## src/rtl/booth_r8_mult_pipe.sv

```systemverilog
// booth_r8_mult_pipe
//   Three-stage radix-8 modified-Booth multiplier with a valid/ready stream
//   interface, per-operation signed/unsigned mode and a pass-through tag.
//     S1: Booth recode of in_y, 3X precompute, register operands and tag.
//     S2: partial-product select/negate, carry-save reduction to sum/carry.
//     S3: carry-propagate add, registered product.
//   A single global stall (advance) freezes every stage, bubbles included.
//
// Ports
//   clk        in   1      clock, rising edge
//   rst        in   1      asynchronous reset, active high
//   in_valid   in   1      operand pair present
//   in_ready   out  1      block accepts this cycle (combinational from out_ready)
//   in_signed  in   1      1 = two's complement operands, 0 = unsigned
//   in_x       in   W      multiplicand
//   in_y       in   W      multiplier (Booth recoded)
//   in_tag     in   TAG_W  opaque tag
//   out_valid  out  1      product present
//   out_ready  in   1      consumer accepts
//   out_z      out  2W     product, registered
//   out_tag    out  TAG_W  tag of the same operation, registered
module booth_r8_mult_pipe #(
  parameter int W     = 24,
  parameter int TAG_W = 4
) (
  input  logic             clk,
  input  logic             rst,
  input  logic             in_valid,
  output logic             in_ready,
  input  logic             in_signed,
  input  logic [W-1:0]     in_x,
  input  logic [W-1:0]     in_y,
  input  logic [TAG_W-1:0] in_tag,
  output logic             out_valid,
  input  logic             out_ready,
  output logic [2*W-1:0]   out_z,
  output logic [TAG_W-1:0] out_tag
);

  localparam int N  = (W + 3) / 3;  // ceil((W+1)/3) Booth digits
  localparam int YB = 3 * N + 1;    // recoding window incl. the y[-1] = 0 bit
  localparam int XW = W + 4;        // wide enough for +/-4X of a (W+2)-bit X
  localparam int ZW = 2 * W;

  // Digit window {y[3i+2], y[3i+1], y[3i], y[3i-1]} -> one-hot |d|
  // (bit0 = 1X, bit1 = 2X, bit2 = 3X, bit3 = 4X). The sign is the top bit.
  function automatic logic [3:0] booth_mag(input logic [3:0] win);
    case (win)
      4'b0001, 4'b0010, 4'b1101, 4'b1110: booth_mag = 4'b0001;
      4'b0011, 4'b0100, 4'b1011, 4'b1100: booth_mag = 4'b0010;
      4'b0101, 4'b0110, 4'b1001, 4'b1010: booth_mag = 4'b0100;
      4'b0111, 4'b1000:                   booth_mag = 4'b1000;
      default:                            booth_mag = 4'b0000;
    endcase
  endfunction

  logic advance;

  // S1 registers
  logic                  v1_q;
  logic                  sgn1_q;
  logic [W-1:0]          x1_q;
  logic [XW-1:0]         x3_1_q;
  logic [N-1:0]          neg1_q;
  logic [N-1:0][3:0]     mag1_q;
  logic [TAG_W-1:0]      tag1_q;

  // S2 registers
  logic                  v2_q;
  logic [ZW-1:0]         sum2_q;
  logic [ZW-1:0]         car2_q;
  logic [TAG_W-1:0]      tag2_q;

  // S3 registers
  logic                  v3_q;
  logic [ZW-1:0]         z3_q;
  logic [TAG_W-1:0]      tag3_q;

  assign advance   = !v3_q || out_ready;
  assign in_ready  = advance;
  assign out_valid = v3_q;
  assign out_z     = z3_q;
  assign out_tag   = tag3_q;

  // ---------------- S1 next state ----------------
  logic [W+1:0]      xe_in;
  logic [XW-1:0]     x3_d;
  logic [YB-1:0]     yb_d;
  logic [N-1:0]      neg_d;
  logic [N-1:0][3:0] mag_d;

  assign xe_in = {{2{in_signed & in_x[W-1]}}, in_x};
  assign x3_d  = {{2{xe_in[W+1]}}, xe_in} + {xe_in[W+1], xe_in, 1'b0};
  // Extension beyond W+2 bits only replicates the sign so the top window
  // stays well formed when 3N exceeds W+1.
  assign yb_d  = {{(3*N-W){in_signed & in_y[W-1]}}, in_y, 1'b0};

  genvar g;
  for (g = 0; g < N; g++) begin : g_recode
    assign neg_d[g] = yb_d[3*g+3];
    assign mag_d[g] = booth_mag(yb_d[3*g +: 4]);
  end

  // ---------------- S2 next state ----------------
  logic [W+1:0]  xe2;
  logic [XW-1:0] xm1;
  logic [XW-1:0] xm2;
  logic [XW-1:0] xm4;
  logic [ZW-1:0] ps [N+1];
  logic [ZW-1:0] pc [N+1];
  logic [ZW-1:0] corr;
  logic [ZW-1:0] sum_d;
  logic [ZW-1:0] car_d;

  assign xe2 = {{2{sgn1_q & x1_q[W-1]}}, x1_q};
  assign xm1 = {{2{xe2[W+1]}}, xe2};
  assign xm2 = {xe2[W+1], xe2, 1'b0};
  assign xm4 = {xe2, 2'b00};

  assign ps[0] = '0;
  assign pc[0] = '0;
  assign corr[ZW-1:3*N] = '0;

  for (g = 0; g < N; g++) begin : g_pp
    logic [XW-1:0] sel;
    logic [ZW-1:0] pp_inv;
    logic [ZW-1:0] pp;

    assign sel = ({XW{mag1_q[g][0]}} & xm1)    |
                 ({XW{mag1_q[g][1]}} & xm2)    |
                 ({XW{mag1_q[g][2]}} & x3_1_q) |
                 ({XW{mag1_q[g][3]}} & xm4);
    // Negation as one's complement here; the +1 rides in corr at bit 3g.
    assign pp_inv = {{(ZW-XW){sel[XW-1]}}, sel} ^ {ZW{neg1_q[g]}};
    assign pp     = pp_inv << (3*g);
    assign corr[3*g +: 3] = {2'b00, neg1_q[g]};

    assign ps[g+1] = ps[g] ^ pc[g] ^ pp;
    assign pc[g+1] = ((ps[g] & pc[g]) | (ps[g] & pp) | (pc[g] & pp)) << 1;
  end

  assign sum_d = ps[N] ^ pc[N] ^ corr;
  assign car_d = ((ps[N] & pc[N]) | (ps[N] & corr) | (pc[N] & corr)) << 1;

  // ---------------- S3 next state ----------------
  logic [ZW-1:0] z_d;
  assign z_d = sum2_q + car2_q;

  // ---------------- pipeline registers ----------------
  always_ff @(posedge clk or posedge rst) begin
    if (rst) begin
      v1_q   <= 1'b0;
      sgn1_q <= 1'b0;
      x1_q   <= '0;
      x3_1_q <= '0;
      neg1_q <= '0;
      mag1_q <= '0;
      tag1_q <= '0;
      v2_q   <= 1'b0;
      sum2_q <= '0;
      car2_q <= '0;
      tag2_q <= '0;
      v3_q   <= 1'b0;
      z3_q   <= '0;
      tag3_q <= '0;
    end else if (advance) begin
      v1_q   <= in_valid;
      sgn1_q <= in_signed;
      x1_q   <= in_x;
      x3_1_q <= x3_d;
      neg1_q <= neg_d;
      mag1_q <= mag_d;
      tag1_q <= in_tag;
      v2_q   <= v1_q;
      sum2_q <= sum_d;
      car2_q <= car_d;
      tag2_q <= tag1_q;
      v3_q   <= v2_q;
      z3_q   <= z_d;
      tag3_q <= tag2_q;
    end
  end

endmodule

```

## config.mk

```make
export PLATFORM = sky130hd
export DESIGN_NAME = booth_r8_mult_pipe
export DESIGN_NICKNAME = d
export VERILOG_FILES = /design/src/rtl/booth_r8_mult_pipe.sv
export SDC_FILE = /design/constraint.sdc
export NUM_CORES = 2
export LEC_CHECK = 0
export ABC_CLOCK_PERIOD_IN_PS = 10350
export CAP_MARGIN = 20
export CORE_ASPECT_RATIO = 2
export CORE_MARGIN = 3
export CORE_UTILIZATION = 45
export DETAILED_ROUTE_END_ITERATION = 10
export HOLD_SLACK_MARGIN = 0.08
export PLACE_DENSITY = 0.67
export RECOVER_POWER = 25
export SLEW_MARGIN = 20
export SYNTH_ARGS = -nofsm -noshare
export SYNTH_HDL_FRONTEND = slang
export SYNTH_SLANG_ARGS = --single-unit
```

## constraint.sdc

```tcl
create_clock -name clk -period 10.35 [get_ports clk]
set_input_delay 1.035 -clock clk [delete_from_list [all_inputs] [get_ports clk]]
set_output_delay 1.035 -clock clk [all_outputs]
set_load 0.01 [all_outputs]
```

==> results.py <==
metrics = {
    "run_status": {
        "status": "finished, violations left",
        "violations": "capacitance limit, slew limit",
    },
    "placed_design": {
        "portBuffers": 110,
        "dp_cells": 3497,
        "place_congestion": 0.959,
        "place_area_um2": 26700,
        "hpwl_mm": 57.2,
        "dp_slack_ns": 3.06,
    },
    "job": {
        "maxCapViolCount": 2,
    },
    "logic_synthesis": {
        "syn_area_um2": 25300,
        "synthArstFlopShare_pct": 100,
        "synthTopCellsByArea": "dfrtp_1 24%, fa_1 15%, ha_1 9.7%, nand2_1 7.9%, xnor2_1 6.7%",
        "syn_avg_cell_area_um2": 8.79,
        "ys_types": 65,
        "synth_edf_count": 0,
        "syn_nets": 3317,
        "synthCells": 2877,
        "synthTopCellsByCount": "533 x nand2_1, 244 x dfrtp_1, 243 x inv_1, 237 x clkbuf_1, 196 x ha_1",
        "post-synth-top-count-cell": "nand2_1",
        "ys_ff_latch": 244,
        "seq_area_frac_synth_pct": 24.1,
        "synth_top_area_share_pct": 24.1,
        "synth_flop_cell": "dfrtp_1",
        "ys_warn_count": 0,
        "yosys.area.top_type": "dfrtp_1",
    },
    "clocking": {
        "cts.sinks": 244,
        "cts_buffers": 24,
        "cts_tree": "built",
        "postCtsResizedCells": 0,
        "clock-root-buffer": "clkbuf_16",
        "path_clk_slew_ns": 0.06,
        "postCtsSetupBuffers": 0,
        "cts_hold_buf": 0,
        "cts_max_level": 1,
        "clkLatencyLatePin_ns": 0.59,
        "clk_path_buf_depth": 3,
    },
    "finish": {
        "instances_no_fill": 3544,
        "syn2layout_area_growth_pct": 8.51,
        "fin_nets": 3219,
        "fin_area_um2": 27500,
        "drive_gt1_share_pct": 4.04,
    },
    "detailed_routing": {
        "totalWireLength_mm": 77.5,
        "drt-pass1-iter-count": 9,
        "routedWlPerCell_um": 21.9,
        "dr.first_iter.drc_count": 1668,
        "drc": 0,
        "ant_nets": 0,
        "vias_per_cell": 6.09,
        "vias": 21594,
    },
    "floorplan": {
        "io_pins": 111,
        "die-area_um2": 59300,
        "fp.dieH_um": 341,
        "fp.dieW_um": 174,
        "initial_core_util_pct": 45.5,
        "core.rowCount": 122,
        "core_area_um2": 55600,
    },
    "global_routing": {
        "grt_max_degree": 117,
        "grt_pass1_vias": 22180,
        "grt_use_total_pct": 25.8,
        "antenna_found_initial": 10,
        "overflow": 0,
        "grt_pass1_wl_mm": 123,
    },
    "setup_path": {
        "cp.required_ns": 9.32,
        "crit_path_cell_trace": "dlygate4sd3_1 -> nor2b_1 -> clkinvlp_2 -> clkdlybuf4s50_1",
        "crit_path_start": "out_ready",
        "rr_startpoint": "x1_q[23]$_DFFE_PP0P_",
        "r2r-end": "sum2_q[47]$_DFFE_PP0P_",
        "cp_max_fo": 112,
        "cp-end-kind": "primary output",
        "reg2reg_depth": 19,
        "cp_slowest_cell": "clkinvlp_2",
        "r2r_slack_ns": 2.83,
        "cp-start-kind": "input port",
        "arrival_ns": 7.26,
        "slowest_delay_ns": 3.30,
        "crit_path_end": "in_ready",
        "critical_path_class": "in2out",
    },
    "timing": {
        "fin_setup_tns_ns": 0,
        "setup_viol": 0,
        "maxSlewViolCount": 230,
        "layout_setup_ws_ns": 2.05,
        "worst_pin_slew_ns": 5.14,
        "finalHoldViolations": 0,
        "relSlewSlack_pct": -245,
        "max_freq_mhz": 121,
        "post-route-period-util_pct": 80.2,
        "min_period_ns": 8.30,
        "skew_ns": 0.0350,
        "grt_setup_unrepaired": "false",
    },
    "worst_hold_path": {
        "min_path_type": "reg2reg",
    },
}
registers in the layout, indices dropped and copies added, names as in the netlist, 4 cells and up:
| name | cells |
|---|---|
| tag1_q | 4 |
| neg1_q | 9 |
| car2_q | 40 |
| out_z | 48 |
| x1_q | 24 |
| tag2_q | 4 |
| x3_1_q | 26 |
| sum2_q | 48 |
| mag1_q | 33 |
| out_tag | 4 |
placed cells by master, fill, tap and decap left out, drive strengths merged, types with 11 or more instances in the layout:
| master | instances |
|---|---|
| nand2 | 533 |
| inv | 245 |
| dfrtp | 244 |
| ha | 196 |
| xnor2 | 194 |
| fa | 187 |
| a22o | 178 |
| a221oi | 177 |
| xor2 | 113 |
| clkdlybuf4s50 | 98 |
| o21ai | 95 |
| a21oi | 90 |
| nor2 | 78 |
| buf | 48 |
| nand3 | 34 |
| a21o | 32 |
| clkbuf | 31 |
| a222oi | 22 |
| nand3b | 17 |
| o21a | 14 |
| a31oi | 12 |
| dlygate4sd3 | 12 |
| nor3 | 12 |
| nor2b | 11 |
| clkinv | 11 |
stage by stage:
stage | util [%] | hold slack (ns)
2_1_floorplan | - | 0.430
3_3_place_gp | 48.0 | 0.440
3_5_place_dp | 48.0 | 0.456
4_1_cts | 49.4 | 0.470
5_1_grt | 49.4 | 0.485
6_report | 49.4 | 0.464
kinds of logic (layout without fill, tap and decap cells):
| group | count (synthesis) | count (layout) | synth area share (%) |
|---|---|---|---|
| AND/OR/NAND/NOR | 726 | 726 | 11.9 |
| AO/OA/AOI/OAI | 676 | 676 | 20.6 |
| buffers and inverters | 530 | 449 | 7.86 |
| adder cells (fa/ha/maj) | 386 | 386 | 24.6 |
| XOR/XNOR | 307 | 307 | 10.6 |
| flip-flops | 244 | 244 | 24.1 |
| multiplexers | 8 | 8 | 0.317 |
| other | 0 | 4 | 0 |
worst min-delay path by stage:
| stage | start | end | cells past startpoint |
|---|---|---|---|
| 6_report | out_z[0]$_DFFE_PP0P_ | out_z[0]$_DFFE_PP0P_ | 2 |
| 5_1_grt | x1_q[6]$_DFFE_PP0P_ | x1_q[6]$_DFFE_PP0P_ | 2 |
| 4_1_cts | tag1_q[1]$_DFFE_PP0P_ | tag1_q[1]$_DFFE_PP0P_ | 2 |
| 3_5_place_dp | tag1_q[1]$_DFFE_PP0P_ | tag1_q[1]$_DFFE_PP0P_ | 2 |
| 3_3_place_gp | v2_q$_DFFE_PP0P_ | out_valid$_DFFE_PP0P_ | 1 |
| 2_1_floorplan | v2_q$_DFFE_PP0P_ | v2_q$_DFFE_PP0P_ | 2 |
routing by layer:
metal  up-vias  routed length, µm  global-route usage, %
met3       378               3900                   3.58
met1     10703              26000                   26.3
met4         2               7100                   19.3
met2       872              40500                   47.2
met5         -                 12                      0
li1       9639                  -                      -
layout make-up:
type	count	area [µm²]
fill	5306	28100
inverter	248	933
clock inverter	12	139
antenna	4	10.0
timing repair buffer	158	1460
tap	744	931
clock buffer	31	667
sequential	244	6110
multi-input combinational	2103	17200
critical path: cells and delay by family:
| family | cells | cell delay, ns |
|---|---|---|
| buf+inv | 3 | 5.07 |
| simple gates | 1 | 0.99 |
Power is left out: the tool's default activity adds up to more than one toggle a clock period on the data nets, which glitch-free logic cannot reach.
